### config.mk
export PLATFORM = sky130hd
export DESIGN_NAME = saturn_fetch_unit_flat
export DESIGN_NICKNAME = d
export VERILOG_FILES = /design/src/rtl/saturn_pkg.sv /design/src/rtl/saturn_fetch_unit_if.sv /design/src/rtl/saturn_nibble_fifo.sv /design/src/rtl/saturn_fetch_unit.sv /design/src/flat_wrapper.sv
export SDC_FILE = /design/constraint.sdc
export NUM_CORES = 1
export LEC_CHECK = 0
export ABC_AREA = 0
export BUFFER_PORTS_ARGS = -buffer_cell sky130_fd_sc_hd__buf_2
export CAP_MARGIN = 20
export CORE_MARGIN = 4
export CORE_UTILIZATION = 59
export CTS_CLUSTER_DIAMETER = 200
export CTS_CLUSTER_SIZE = 14
export DETAILED_ROUTE_END_ITERATION = 7
export HOLD_SLACK_MARGIN = 0.05
export PLACE_DENSITY = 0.86
export RECOVER_POWER = 100
export SYNTH_ARGS = -nofsm -noshare
export SYNTH_HDL_FRONTEND = slang
export SYNTH_HIERARCHICAL = 1
export SYNTH_SLANG_ARGS = --single-unit
### constraint.sdc
create_clock -name clk -period 4.3 [get_ports clk]
set_input_delay 0.86 -clock clk [delete_from_list [all_inputs] [get_ports clk]]
set_output_delay 0.86 -clock clk [all_outputs]
set_load 0.02 [all_outputs]
### src/rtl/saturn_pkg.sv
// rtl/saturn_pkg.sv - shared constants and types for the Saturn nibble fetch unit
package saturn_pkg;

    localparam int NIBBLE_W      = 4;
    localparam int FIELD_NIBBLES = 16;
    localparam int FIELD_W       = NIBBLE_W * FIELD_NIBBLES;
    localparam int ROM_RESET_VEC = 0;

    typedef enum logic [1:0] {
        IDLE,
        COLLECT,
        DONE
    } collect_state_e;

endpackage

### src/rtl/saturn_fetch_unit_if.sv
// rtl/saturn_fetch_unit_if.sv - decoder request/response channel of the fetch unit
interface saturn_fetch_unit_if #(
    parameter int ADDR_W = 20
);
    import saturn_pkg::*;

    logic                  req_valid;
    logic [3:0]            req_len;
    logic                  req_ready;
    logic                  rsp_valid;
    logic                  rsp_ready;
    logic [FIELD_W-1:0]    rsp_data;
    logic [ADDR_W-1:0]     rsp_addr;

    modport master (
        output req_valid, req_len, rsp_ready,
        input  req_ready, rsp_valid, rsp_data, rsp_addr
    );

    modport slave (
        input  req_valid, req_len, rsp_ready,
        output req_ready, rsp_valid, rsp_data, rsp_addr
    );

endinterface

### src/rtl/saturn_nibble_fifo.sv
// rtl/saturn_nibble_fifo.sv - DEPTH x 4 prefetch buffer; flush wins over push and pop
module saturn_nibble_fifo
    import saturn_pkg::*;
#(
    parameter int DEPTH = 4
) (
    input  logic                      clk,
    input  logic                      reset_n,
    input  logic                      push,
    input  logic                      pop,
    input  logic                      flush,
    input  logic [NIBBLE_W-1:0]       din,
    output logic [NIBBLE_W-1:0]       dout,
    output logic [$clog2(DEPTH):0]    count,
    output logic                      empty
);
    localparam int PW = $clog2(DEPTH);

    logic [NIBBLE_W-1:0] mem_q [DEPTH];
    logic [PW-1:0]       wr_ptr_q;
    logic [PW-1:0]       rd_ptr_q;
    logic [PW:0]         count_q;

    always_ff @(posedge clk) begin
        if (push && !flush) begin
            mem_q[wr_ptr_q] <= din;
        end
    end

    // Pointers wrap naturally because DEPTH is a power of two.
    always_ff @(posedge clk or negedge reset_n) begin
        if (!reset_n) begin
            wr_ptr_q <= '0;
            rd_ptr_q <= '0;
            count_q  <= '0;
        end else if (flush) begin
            wr_ptr_q <= '0;
            rd_ptr_q <= '0;
            count_q  <= '0;
        end else begin
            if (push) wr_ptr_q <= wr_ptr_q + PW'(1);
            if (pop)  rd_ptr_q <= rd_ptr_q + PW'(1);
            count_q <= count_q + (PW+1)'(push) - (PW+1)'(pop);
        end
    end

    assign dout  = mem_q[rd_ptr_q];
    assign count = count_q;
    assign empty = (count_q == '0);

endmodule

### src/rtl/saturn_fetch_unit.sv
// rtl/saturn_fetch_unit.sv - sequential nibble prefetch plus 1..16 nibble field collector
module saturn_fetch_unit
    import saturn_pkg::*;
#(
    parameter int ADDR_W  = 20,
    parameter int DEPTH   = 4,
    parameter int MEM_LAT = 1
) (
    input  logic                  clk,
    input  logic                  reset_n,
    output logic                  mem_en,
    output logic [ADDR_W-1:0]     mem_addr,
    input  logic [NIBBLE_W-1:0]   mem_data,
    input  logic                  jump_valid,
    input  logic [ADDR_W-1:0]     jump_addr,
    saturn_fetch_unit_if.slave    dec,
    output logic [ADDR_W-1:0]     pc
);
    localparam int PW = $clog2(DEPTH);
    localparam logic [ADDR_W-1:0] RST_ADDR = ADDR_W'(ROM_RESET_VEC);

    logic [ADDR_W-1:0]   fetch_ptr_q, fetch_ptr_d;
    logic [MEM_LAT-1:0]  inflight_q, inflight_d;
    int                  occupancy;

    logic [PW:0]         fifo_count;
    logic                fifo_empty;
    logic [NIBBLE_W-1:0] fifo_dout;
    logic                push;
    logic                pop;

    collect_state_e      state_q;
    logic [3:0]          len_q;
    logic [3:0]          ctr_q;
    logic [FIELD_W-1:0]  field_q;
    logic [ADDR_W-1:0]   rsp_addr_q;
    logic [ADDR_W-1:0]   pc_q;
    logic                rsp_valid_q;

    // In-flight reads count against buffer space, so a return always has room.
    always_comb begin
        occupancy   = 32'(fifo_count) + $countones(inflight_q);
        mem_en      = reset_n && !jump_valid && (occupancy < DEPTH);
        inflight_d  = '0;
        fetch_ptr_d = fetch_ptr_q;
        if (jump_valid) begin
            fetch_ptr_d = jump_addr;
        end else begin
            inflight_d[0] = mem_en;
            for (int i = 1; i < MEM_LAT; i++) begin
                inflight_d[i] = inflight_q[i-1];
            end
            if (mem_en) fetch_ptr_d = fetch_ptr_q + ADDR_W'(1);
        end
    end

    always_ff @(posedge clk or negedge reset_n) begin
        if (!reset_n) begin
            fetch_ptr_q <= RST_ADDR;
            inflight_q  <= '0;
        end else begin
            fetch_ptr_q <= fetch_ptr_d;
            inflight_q  <= inflight_d;
        end
    end

    assign push = inflight_q[MEM_LAT-1] && !jump_valid;
    assign pop  = (state_q == COLLECT) && !fifo_empty && !jump_valid;

    saturn_nibble_fifo #(.DEPTH(DEPTH)) u_fifo (
        .clk     (clk),
        .reset_n (reset_n),
        .push    (push),
        .pop     (pop),
        .flush   (jump_valid),
        .din     (mem_data),
        .dout    (fifo_dout),
        .count   (fifo_count),
        .empty   (fifo_empty)
    );

    always_ff @(posedge clk or negedge reset_n) begin
        if (!reset_n) begin
            state_q     <= IDLE;
            len_q       <= '0;
            ctr_q       <= '0;
            field_q     <= '0;
            rsp_addr_q  <= RST_ADDR;
            pc_q        <= RST_ADDR;
            rsp_valid_q <= 1'b0;
        end else if (jump_valid) begin
            state_q     <= IDLE;
            pc_q        <= jump_addr;
            rsp_valid_q <= 1'b0;
        end else begin
            case (state_q)
                IDLE: begin
                    if (dec.req_valid) begin
                        len_q      <= dec.req_len;
                        ctr_q      <= '0;
                        field_q    <= '0;
                        rsp_addr_q <= pc_q;
                        state_q    <= COLLECT;
                    end
                end
                COLLECT: begin
                    if (pop) begin
                        field_q[{ctr_q, 2'b00} +: NIBBLE_W] <= fifo_dout;
                        pc_q <= pc_q + ADDR_W'(1);
                        if (ctr_q == len_q) begin
                            state_q     <= DONE;
                            rsp_valid_q <= 1'b1;
                        end else begin
                            ctr_q <= ctr_q + 4'd1;
                        end
                    end
                end
                DONE: begin
                    if (dec.rsp_ready) begin
                        state_q     <= IDLE;
                        rsp_valid_q <= 1'b0;
                    end
                end
                default: state_q <= IDLE;
            endcase
        end
    end

    assign mem_addr      = fetch_ptr_q;
    assign pc            = pc_q;
    assign dec.req_ready = (state_q == IDLE) && !jump_valid;
    assign dec.rsp_valid = rsp_valid_q;
    assign dec.rsp_data  = field_q;
    assign dec.rsp_addr  = rsp_addr_q;

endmodule

### src/flat_wrapper.sv
// flat-port wrapper written by rule: the top's interface ports become plain ports
module saturn_fetch_unit_flat import saturn_pkg::*;
#(
    parameter int ADDR_W  = 20,
    parameter int DEPTH   = 4,
    parameter int MEM_LAT = 1
)
  (clk, reset_n, mem_en, mem_addr, mem_data, jump_valid, jump_addr, pc, dec_req_valid, dec_req_len, dec_rsp_ready, dec_req_ready, dec_rsp_valid, dec_rsp_data, dec_rsp_addr);
  saturn_fetch_unit_if #(.ADDR_W(ADDR_W)) dec_i ();
  input  logic clk;
  input  logic reset_n;
  output logic mem_en;
  output logic [ADDR_W-1:0] mem_addr;
  input  logic [NIBBLE_W-1:0] mem_data;
  input  logic jump_valid;
  input  logic [ADDR_W-1:0] jump_addr;
  output logic [ADDR_W-1:0] pc;
  input wire logic [$bits(dec_i.req_valid)-1:0] dec_req_valid;
  input wire logic [$bits(dec_i.req_len)-1:0] dec_req_len;
  input wire logic [$bits(dec_i.rsp_ready)-1:0] dec_rsp_ready;
  output wire logic [$bits(dec_i.req_ready)-1:0] dec_req_ready;
  output wire logic [$bits(dec_i.rsp_valid)-1:0] dec_rsp_valid;
  output wire logic [$bits(dec_i.rsp_data)-1:0] dec_rsp_data;
  output wire logic [$bits(dec_i.rsp_addr)-1:0] dec_rsp_addr;
  assign dec_i.req_valid = dec_req_valid;
  assign dec_i.req_len = dec_req_len;
  assign dec_i.rsp_ready = dec_rsp_ready;
  assign dec_req_ready = dec_i.req_ready;
  assign dec_rsp_valid = dec_i.rsp_valid;
  assign dec_rsp_data = dec_i.rsp_data;
  assign dec_rsp_addr = dec_i.rsp_addr;
  saturn_fetch_unit #(.ADDR_W(ADDR_W), .DEPTH(DEPTH), .MEM_LAT(MEM_LAT)) u_core (.clk(clk), .reset_n(reset_n), .mem_en(mem_en), .mem_addr(mem_addr), .mem_data(mem_data), .jump_valid(jump_valid), .jump_addr(jump_addr), .dec(dec_i), .pc(pc));
endmodule
After elaboration in Yosys (flattened, before gate mapping)

Memories as Yosys holds them, arrays and structs flattened.
Index checks and enable logic that the tools add are counted.
Widths: inputs -> output; s select.

Add/sub/neg operators: 9
$lt $le $gt $ge: 1
Equal/unequal tests: 10
Shift operators: 2
Muxes and demuxes: 32
Bitwise gates (word level): 1
Reductions and logical operators: 23

Operators by type and width:

| cell                   | count |
|---|---|
| $mux 64                | 2 |
| $pmux 64 s2            | 1 |
| $mux 20                | 5 |
| $bwmux 64              | 1 |
| $shift 4x8->64 const A | 1 |
| $shiftx 4x8->64        | 1 |
| $add 20x1->20 const B  | 2 |
| $lt 32x4->1 const B    | 1 |
| $mux 2                 | 9 |
| $mux 4                 | 3 |
| $ne 3x3->1 const B     | 4 |
| $reduce_and 4->1       | 3 |
| $reduce_bool 2->1      | 5 |
| $neg 6->8              | 1 |
| $pmux 4 s2             | 1 |
| $logic_and 1x1->1      | 7 |
| $mux 1                 | 7 |
| $ne 2x2->1 const B     | 3 |
| $pmux 2 s3             | 1 |
| $reduce_and 5->1       | 1 |
| $add 2x1->2 const B    | 2 |
| $add 3x1->4            | 1 |
| $add 4x1->4 const B    | 1 |
| $eq 4x4->1             | 1 |
| 13 further kinds       | 14 |

Bits in registers: 143
Bits in writable memories: 16
Output and inout bits: 127
Memories: 1

Memory list:

| memory              | depth | width | read ports | clocked after memory_dff | write ports | line                     | source |
|---|---|---|---|---|---|---|---|
| u_core.u_fifo.mem_q | 4     | 4     | 1          | 0                        | 1           | saturn_nibble_fifo.sv:19 | `logic [NIBBLE_W-1:0] mem_q [DEPTH];` |

Logic depth before layout (Yosys ltp)

Gate-level depths: netlist of run 1.

Depth in word-level cells: 7
Gate-level depth with buffers: 9
Gate-level depth less buffers: 9

Cells and area by module

Netlist of run 1, hierarchy kept.

Modules (own cells, without submodules):

| module             | times used | cells each | area each (µm²) | seq. area each (µm²) |
|---|---|---|---|---|
| saturn_fetch_unit  | 1          | 628        | 6211.0          | 3403.3 |
| saturn_nibble_fifo | 1          | 59         | 1004.7          | 655.6 |

Least setup slack after synthesis of run 1

No wires, ideal clock.

Path type: input-to-reg
From: input port jump_valid
To: register u_core.u_fifo.count_q[2], in the netlist u_core/u_fifo/count[2]
Data arrival time: 2.740 ns
Data required time: 4.186 ns
Setup slack: 1.446 ns
Stages: 9
Path buffers: 1
Path through: buf_6 nor4b_2 ha_1 inv_1 ha_1 inv_1 fa_1 xnor3_1 nor2_1

RTL lines:

| what                 | line                     | source |
|---|---|---|
| start, declared      | flat_wrapper.sv:15       | `input logic jump_valid;` |
| $logic_not 1->1      | saturn_fetch_unit.sv:68  | `assign pop = (state_q == COLLECT) && !fifo_empty && !jump_valid;` |
| $logic_and 1x1->1    | saturn_fetch_unit.sv:68  |  |
| net u_core.pop       | saturn_fetch_unit.sv:30  | `logic pop;` |
| $sub 3x1->3          | saturn_nibble_fifo.sv:43 | `count_q <= count_q + (PW+1)'(push) - (PW+1)'(pop);` |
| $mux 3               | saturn_nibble_fifo.sv:36 | `end else if (flush) begin` |
| end signal, assigned | saturn_nibble_fifo.sv:43 |  |
| end, declared        | saturn_nibble_fifo.sv:22 | `logic [PW:0] count_q;` |

The timed path passes the listed nets, and every way through them passes these cells.
A chain may end at the register's enable or synchronous reset.

Worst setup path after layout of run 1

From: input port reset_n
To: output port mem_en

Word-level cells in the longest chain between the ends: 2

Ends and longest elaborated chain:

| what                           | line                    | source |
|---|---|---|
| start, declared                | flat_wrapper.sv:11      | `input logic reset_n;` |
| $logic_and 1x1->1 (2 in a row) | saturn_fetch_unit.sv:43 | `mem_en = reset_n && !jump_valid && (occupancy < DEPTH);` |
| end, declared                  | flat_wrapper.sv:12      | `output logic mem_en;` |

No other way between the ends.

==> flow_summary.toml, run 1 <==
[status]
status = "finished, violations left"
violations = "capacitance limit, slew limit"

[timing]
hold_viol_final = 0
max_slew_margin_pct = -0.271
clock_skew_ns = 0.0134
period_minus_slack_ns = 3.34
setup_viol = 0
rsz0062_at_grt = "no"
fin_crit_sh_pct = 77.7
slew_violations = 63
fmax_mhz = 299
hold_ws_ns = 0.475
worstMarginPinSlew_ns = 1.50
worst_slack_ns = 0.959
tns_ns = 0

[floorplan]
dieHeight_um = 119
num_io_pins = 160
chipWidth_um = 119
coreArea_mm2 = 0.0120
fp-row-count = 40
dieArea_mm2 = 0.0141
start_util_pct = 60.1

[cells_and_area]
syn_to_final_growth_pct = 18.2
fillerInstances = 928
drive_above_1_share_pct = 8.94
diodes = 0
final_util_pct = 71.0
final_cell_mix = "159 x nand2_1, 143 x dfrtp_1, 141 x clkbuf_1"
layout.cells.non_filler = 1008
multi_input_area_mm2 = 0.00295
final_common_cell = "nand2_1"
seqCellArea_mm2 = 0.00406
nNetsFinal = 894

[placement]
dp_hpwl_um = 13400
place_congestion = 0.940
dpl.cell_count = 975
portBuffers = 159
pre_cts_ws_ns = 1.25

[critical_path]
crit_fanout = 12
r2r_end = "u_core/dec.rsp_data[17]"
r2r-start = "u_core/ctr_q[0]"
slowest_stage = "or2_0"
crit_top_cell = "clkbuf_1"
cp_cell_sequence = "clkbuf_1 > or3b_1 > or2_0 > inv_1 > clkbuf_1"
regToRegSetupSlack_ns = 1.48
crit_arrival_ns = 2.48
max_stage_delay_ns = 0.42
endpoint = "mem_en"
worstSetupStartpoint = "reset_n"
start_kind = "input pin"
reg2reg_depth = 7
crit_path_end_kind = "primary output"
crit_type = "input pin to primary output"
cp.required_ns = 3.44

[detailed_routing]
drc = 0
firstDrtPassIters = 5
finalWirelength_um = 18900
via_per_inst = 6.02
wire_per_inst_um = 18.8
drt_iter0_markers = 654
dr_total_vias = 6073
ant_nets = 0

[clocking]
cts_buffers = 17
post_cts_resized = 0
clockBufferDepth = 2
cts.clk_slew.worst_paths_ns = 0.06
htreeDepth = 4
cts_tree = "done"
clk_latency_ns = 0.43
cts_hold_buffers = 0
cts_root_buf = "clkbuf_16"
clock-sinks = 159
postCtsSetupRepairBufs = 0

[synthesis]
synthCells = 687
syn_area_per_cell_um2 = 10.5
synth_top_area_share_pct = 49.6
yosys_register_bits = 159
synth-edff-count = 16
ys_types = 58
netlist.top_cell.by_area = "dfrtp_1"
syn_area_mm2 = 0.00722
ys_top_cells_by_area = "dfrtp_1 50%, nand2_1 8.3%, edfxtp_1 6.7%"
syn-num-nets = 732
yosysSeqAreaShare_pct = 56.3
yosys_warnings = 6
synth_flop_cell = "dfrtp_1"
async_flop_share_pct = 89.9

[pwr]
ir_worst_vdd_v = 0.000319
powerDensity_mw_per_mm2 = 503
leakagePower_nw = 3.62

[global_routing]
first_global_vias = 6050
gr-usage-all-layers_pct = 27.6
grt_start_max_net_pins = 82
grt_pass1_wl_um = 30800
antenna_found_initial = 0
grt_overflow = 0

[hold_path]
hp-class = "register to register"

[flow_run]
drv_cap = 1
-- sequential cells by signal, indices dropped and copies added (netlist names) --
| register | cells |
|---|---|
| u_core/ctr_q | 4 |
| u_core/u_fifo/count | 3 |
| u_core/dec.rsp_valid | 1 |
| u_core/mem_addr | 20 |
| u_core/inflight_q | 1 |
| u_core/u_fifo/wr_ptr_q | 2 |
| u_core/pc | 20 |
| u_core/dec.rsp_data | 64 |
| u_core/state_q | 2 |
| u_core/dec.rsp_addr | 20 |
| u_core/u_fifo/rd_ptr_q | 2 |
| u_core/u_fifo/mem_q | 16 |
| u_core/len_q | 4 |
-- synthesized netlist by cell type, types with 3 or more instances --
cell / instances
and2_1: 5
xnor2_1: 18
nand3_1: 15
nor2b_1: 4
dfrtp_1: 143
ha_1: 11
a21o_1: 12
nand4_1: 12
nor3_1: 4
o311ai_0: 6
o211ai_1: 13
nand2b_1: 10
o22ai_1: 9
nor2_1: 32
inv_1: 17
nand2_1: 159
clkbuf_1: 21
or2_2: 4
and3_1: 7
nand3b_1: 4
a31oi_1: 3
edfxtp_1: 16
mux2_2: 5
a21oi_1: 11
o21ai_0: 51
or4_1: 3
xor2_1: 12
o2bb2ai_1: 36
mux4_2: 4
-- kinds of logic after synthesis --
logic type | synth area share, %
compound gates | 14.8
flops | 56.3
fa+ha+maj | 2.18
buf+inv | 2.53
xor+xnor | 3.95
simple gates | 17.9
mux | 2.31
-- worst max-delay path, delay by kind of cell --
| kind | cells | cell delay (ns) |
|---|---|---|
| buf+inv | 3 | 0.80 |
| simple gates | 2 | 0.82 |
-- layer usage --
layer	global-route usage [%]	wire length, µm	up-vias
met5	0	0	-
met4	11.5	414	0
met3	7.46	1470	43
met2	43.1	9330	307
met1	36.8	7700	2957
li1	-	-	2766
-- power by group --
group	switching (W)	leakage, nW	total [W]	internal, W
clock network	0.000558	0.284	0.00145	0.000892
registers	0.000186	2.03	0.00187	0.00168
logic	0.000663	1.31	0.000975	0.000312
-- how the worst min path moves through the flow --
stage	startpoint	to	slack, ns	cells past startpoint
after detailed placement	u_core/dec.rsp_addr[3]	u_core/dec.rsp_addr[3]	0.46	2
after floorplan	u_core/len_q[0]	u_core/len_q[0]	0.47	2
final	u_core/dec.rsp_data[43]	u_core/dec.rsp_data[43]	0.47	2
after global routing	u_core/dec.rsp_addr[11]	u_core/dec.rsp_addr[11]	0.49	2
after CTS	u_core/dec.rsp_addr[17]	u_core/dec.rsp_addr[17]	0.48	2
after global placement	u_core/dec.rsp_addr[19]	u_core/dec.rsp_addr[19]	0.46	2
-- stage by stage --
stage | power [W] | cell area (µm²)
6_report | 0.00429 | 8530
5_1_grt | 0.00450 | 8530
4_1_cts | 0.00434 | 8710
3_5_place_dp | 0.00288 | 8140
3_3_place_gp | 0.00283 | 8140
2_1_floorplan | 0.00253 | 7220
-- area by class of cell --
cell class / count / area share [%]
repair buffers: 168 / 8.20
clock buffers: 24 / 5.65
clock inverters: 7 / 0.997
multi-input cells: 484 / 34.6
inverters: 19 / 0.836
flip-flops and latches: 159 / 47.6
well taps: 147 / 2.16
Note: power is estimated with default switching activity, not from simulation.
==> run 2, diff against run 1 <==
- CORE_UTILIZATION: 59 -> 49
- PLACE_DENSITY: 0.86 -> 0.76
- clock period: 4.3 -> 3 ns (I/O delays scaled with it)
==> flow_summary.toml, run 2 (synthesized netlist as in run 1, its figures left out) <==
[critical_path]
cp_cell_sequence = "or3b_1 > or2_0 > inv_2 > buf_2"
max_stage_delay_ns = 0.46
r2r_end = "u_core/dec.rsp_data[16]"
regToRegSetupSlack_ns = 0.37
slowest_stage = "or2_0"
path_buf_inv = 2
start_kind = "register"
cp.required_ns = 2.40
crit_type = "register to primary output"
worstSetupStartpoint = "u_core/u_fifo/count[2]"
endpoint = "mem_en"
crit_fanout = 12
r2r-start = "u_core/ctr_q[1]"
crit_path_end_kind = "primary output"
reg2reg_depth = 7
crit_family = "simple AND/OR/NAND/NOR gates"
crit_cells = 4
crit_arrival_ns = 2.18

[placement]
portBuffers = 159
pre_cts_ws_ns = 0.373
place_congestion = 0.846
placed_area_mm2 = 0.00823
dp_hpwl_um = 13200

[clocking]
clockBufferDepth = 2
cts_tree = "done"
cts_buffers = 17
cts_root_buf = "clkbuf_16"
cts_hold_buffers = 0
post_cts_resized = 0
postCtsSetupRepairBufs = 0
cts.clk_slew.worst_paths_ns = 0.06
clk_latency_ns = 0.42
clock-sinks = 159
htreeDepth = 4

[cells_and_area]
drive_above_1_share_pct = 9.82
fillerInstances = 1289
largest_reg_flops = 64
final_cell_mix = "159 x nand2_1, 143 x dfrtp_1, 140 x clkbuf_1"
final_common_cell = "nand2_1"
final_area_mm2 = 0.00866
nNetsFinal = 898
syn_to_final_growth_pct = 20.0

[timing]
max_slew_margin_pct = -7.72
rsz0062_at_grt = "no"
hold_viol_final = 0
slew_violations = 102
period_minus_slack_ns = 2.78
hold_ws_ns = 0.395
setup_viol = 0
tns_ns = 0
fmax_mhz = 360
worst_slack_ns = 0.224
clock_skew_ns = 0.00689
worstMarginPinSlew_ns = 1.62
fin_crit_sh_pct = 92.5

[global_routing]
gr-usage-all-layers_pct = 22.5
antenna_found_initial = 1
first_global_vias = 5581
grt_pass1_wl_um = 29600
grt_start_max_net_pins = 80
grt_overflow = 0

[detailed_routing]
via_per_inst = 5.65
firstDrtPassIters = 5
finalWirelength_um = 18500
dr_total_vias = 5935
ant_nets = 0
wire_per_inst_um = 17.6
drc = 0
drt_iter0_markers = 443

[status]
violations = "capacitance limit, slew limit"
status = "finished, violations left"

[hold_path]
hp-class = "input pin to register"

[flow_run]
drv_cap = 2

[floorplan]
coreArea_mm2 = 0.0145
start_util_pct = 49.8
dieArea_mm2 = 0.0167
fp-row-count = 44
num_io_pins = 160
chipWidth_um = 129
dieHeight_um = 129

[pwr]
leakagePower_nw = 3.66
powerDensity_mw_per_mm2 = 736
power_w = 0.00637
ir_worst_vdd_v = 0.000464
==> run 2: metal layers <==
layer / track usage (%) / part of all wire [%] / routed length (µm)
met5: 0 / 0.038 / 7
met1: 31.7 / 44 / 8160
met4: 7.04 / 1.7 / 307
met2: 34.7 / 47 / 8720
met3: 5.44 / 7.1 / 1320
==> run 2: metrics by stage <==
| stage | instances | util [%] |
|---|---|---|
| after floorplan | 687 | - |
| after global placement | 1018 | 56.9 |
| after detailed placement | 1018 | 56.9 |
| after CTS | 1050 | 61.2 |
| after global routing | 1050 | 59.8 |
| final | 1051 | 59.8 |
==> run 2: worst min path at each step <==
stage                       startpoint                 endpoint  slack [ns]  cells after the start
5_1_grt                 dec_req_len[0]          u_core/len_q[0]        0.39                      3
2_1_floorplan                  reset_n          u_core/ctr_q[0]        0.30                      0
3_5_place_dp   u_core/dec.rsp_addr[14]  u_core/dec.rsp_addr[14]        0.46                      2
4_1_cts                 dec_req_len[3]          u_core/len_q[3]        0.38                      3
3_3_place_gp   u_core/dec.rsp_addr[14]  u_core/dec.rsp_addr[14]        0.45                      2
6_report                dec_req_len[2]          u_core/len_q[2]        0.39                      3
==> run 2: worst reg2reg max path, stage by stage (launching register included) <==
cell       delay (ns)
dfrtp_1          0.56
inv_1            0.13
ha_1             0.34
or4b_2           0.74
a311o_1          0.41
nand2_1          0.09
nand2_1          0.10
o2bb2ai_1        0.14
==> run 2: area by class of cell <==
class | instances | area [µm²] | area share (%)
flip-flops and latches | 159 | 4060 | 46.9
multi-input cells | 484 | 2960 | 34.2
repair buffers | 172 | 708 | 8.18
clock buffers | 22 | 475 | 5.49
well taps | 184 | 230 | 2.66
clock inverters | 10 | 156 | 1.81
inverters | 19 | 71.3 | 0.823
diodes | 1 | 2.50 | 0.0289
==> run 2: report_power, final <==
| group | total (W) | leakage (nW) | switching (W) | internal (W) |
|---|---|---|---|---|
| registers | 0.00266 | 2.03 | 0.000243 | 0.00241 |
| clock network | 0.00231 | 0.309 | 0.000844 | 0.00146 |
| logic | 0.00141 | 1.32 | 0.000956 | 0.000456 |
| total | 0.00637 | 3.66 | 0.00204 | 0.00433 |
==> run 3, diff against run 2 <==
- clock period: 3 -> 2.3 ns (I/O delays scaled with it)
==> flow_summary.toml, run 3 (synthesized netlist as in run 1, its figures left out) <==
[status]
status = "completed"

[clocking]
clockBufferDepth = 2
cts_buffers = 17
cts.clk_slew.worst_paths_ns = 0.06
clk_latency_ns = 0.42
htreeDepth = 4
cts_tree = "done"
clock-sinks = 159
cts_root_buf = "clkbuf_16"

[timing]
worstMarginPinSlew_ns = 1.14
worst_slack_ns = 0.0627
slew_violations = 0
clock_skew_ns = 0.00817
fmax_mhz = 447
setup_viol = 0
period_minus_slack_ns = 2.24
fin_crit_sh_pct = 97.3
max_slew_margin_pct = 23.9
tns_ns = 0
hold_viol_final = 0

[detailed_routing]
dr_total_vias = 6080
via_per_inst = 5.68
ant_nets = 0
drt_iter0_markers = 538
firstDrtPassIters = 5
drc = 0
wire_per_inst_um = 17.9
finalWirelength_um = 19100

[critical_path]
start_kind = "register"
crit_top_cell = "buf_6"
r2r-start = "u_core/ctr_q[0]"
crit_fanout = 5
crit_path_end_kind = "primary output"
crit_type = "register to primary output"
cp_cell_sequence = "or3b_4 > or2_4 > buf_6 > inv_4 > buf_6"
reg2reg_depth = 7
crit_arrival_ns = 1.78
slowest_stage = "dfrtp_1"
r2r_end = "u_core/dec.rsp_data[16]"
cp.required_ns = 1.84
regToRegSetupSlack_ns = 0.08
max_stage_delay_ns = 0.41

[cells_and_area]
final_area_mm2 = 0.00876
layout.cells.non_filler = 1070
fillerInstances = 1264
syn_to_final_growth_pct = 21.4
final_common_cell = "nand2_1"
nNetsFinal = 919
drive_above_1_share_pct = 11.9
multi_input_area_mm2 = 0.00300
largest_reg_flops = 64
diodes = 0
seqCellArea_mm2 = 0.00406
final_cell_mix = "158 x nand2_1, 148 x clkbuf_1, 143 x dfrtp_1"

[global_routing]
grt_overflow = 0
first_global_vias = 5685
gr-usage-all-layers_pct = 23.1
grt_pass1_wl_um = 30100
grt_start_max_net_pins = 53
antenna_found_initial = 0

[pwr]
ir_worst_vdd_v = 0.000549
powerDensity_mw_per_mm2 = 926
leakagePower_nw = 3.71
power_w = 0.00811

[placement]
dp_hpwl_um = 13700
placed_area_mm2 = 0.00838
place_congestion = 0.861
portBuffers = 159
pre_cts_ws_ns = -0.0674
dpl.cell_count = 1035

[floorplan]
fp-row-count = 44
chipWidth_um = 129
dieHeight_um = 129
num_io_pins = 160
coreArea_mm2 = 0.0145
dieArea_mm2 = 0.0167
start_util_pct = 49.8

[hold_path]
min_from = "dec_req_len[3]"
hp-class = "input pin to register"
hold_depth = 3
min_to = "u_core/len_q[3]"

[flow_run]
drv_cap = 0
[run 3: area by class of cell]
type	instances	area share, %
inverter	19	0.843
timing repair buffer	193	9.71
tap	184	2.63
sequential	159	46.3
multi-input combinational	484	34.2
clock buffer	24	5.27
clock inverter	7	1.01
[run 3: timing repair]
item | in CTS | in global routing
pin swaps | 0 | 1
endpoints found under the setup margin | 2 | 2
gates resized for setup | 6 | 1
buffers inserted | 1 | 3
hold buffers | 0 | 0
[run 3: layer usage]
| metal | share of wire (%) | track usage, % | up-vias |
|---|---|---|---|
| met3 | 6.5 | 4.29 | 39 |
| li1 | - | - | 2820 |
| met2 | 47 | 36.1 | 250 |
| met4 | 2.6 | 9.51 | 0 |
| met1 | 44 | 32.1 | 2971 |
| met5 | 0 | 0 | - |
[run 3: worst max-delay path by stage]
stage	startpoint	endpoint	slack, ns	cells after the start
6_report	u_core/u_fifo/count[2]	mem_en	0.06	5
5_1_grt	u_core/ctr_q[0]	u_core/dec.rsp_data[16]	-0.008	7
4_1_cts	u_core/u_fifo/count[2]	mem_en	-0.03	5
3_5_place_dp	jump_valid	u_core/mem_addr[15]	-0.07	6
3_3_place_gp	jump_valid	u_core/mem_addr[14]	-0.03	6
2_1_floorplan	jump_valid	u_core/mem_addr[14]	0.01	6
[run 3: worst max-delay path: cells and delay by family (launching register included)]
kind,cells,cell delay [ns]
AND/OR/NAND/NOR,2,0.64
buffers and inverters,3,0.29
flip-flops,1,0.41
[run 3: power breakdown]
group	internal [W]	leakage [nW]	switching (W)
combinational	0.000691	1.42	0.00133
clock	0.00161	0.272	0.00106
sequential	0.00315	2.03	0.000273
total	0.00545	3.71	0.00266
[run 3: per-stage QoR]
stage                     hold slack, ns  utilization, %
after floorplan                    0.164               -
after global placement             0.454            57.9
after detailed placement           0.456            57.9
after CTS                          0.172            61.9
after global routing               0.254            60.5
final                              0.261            60.5
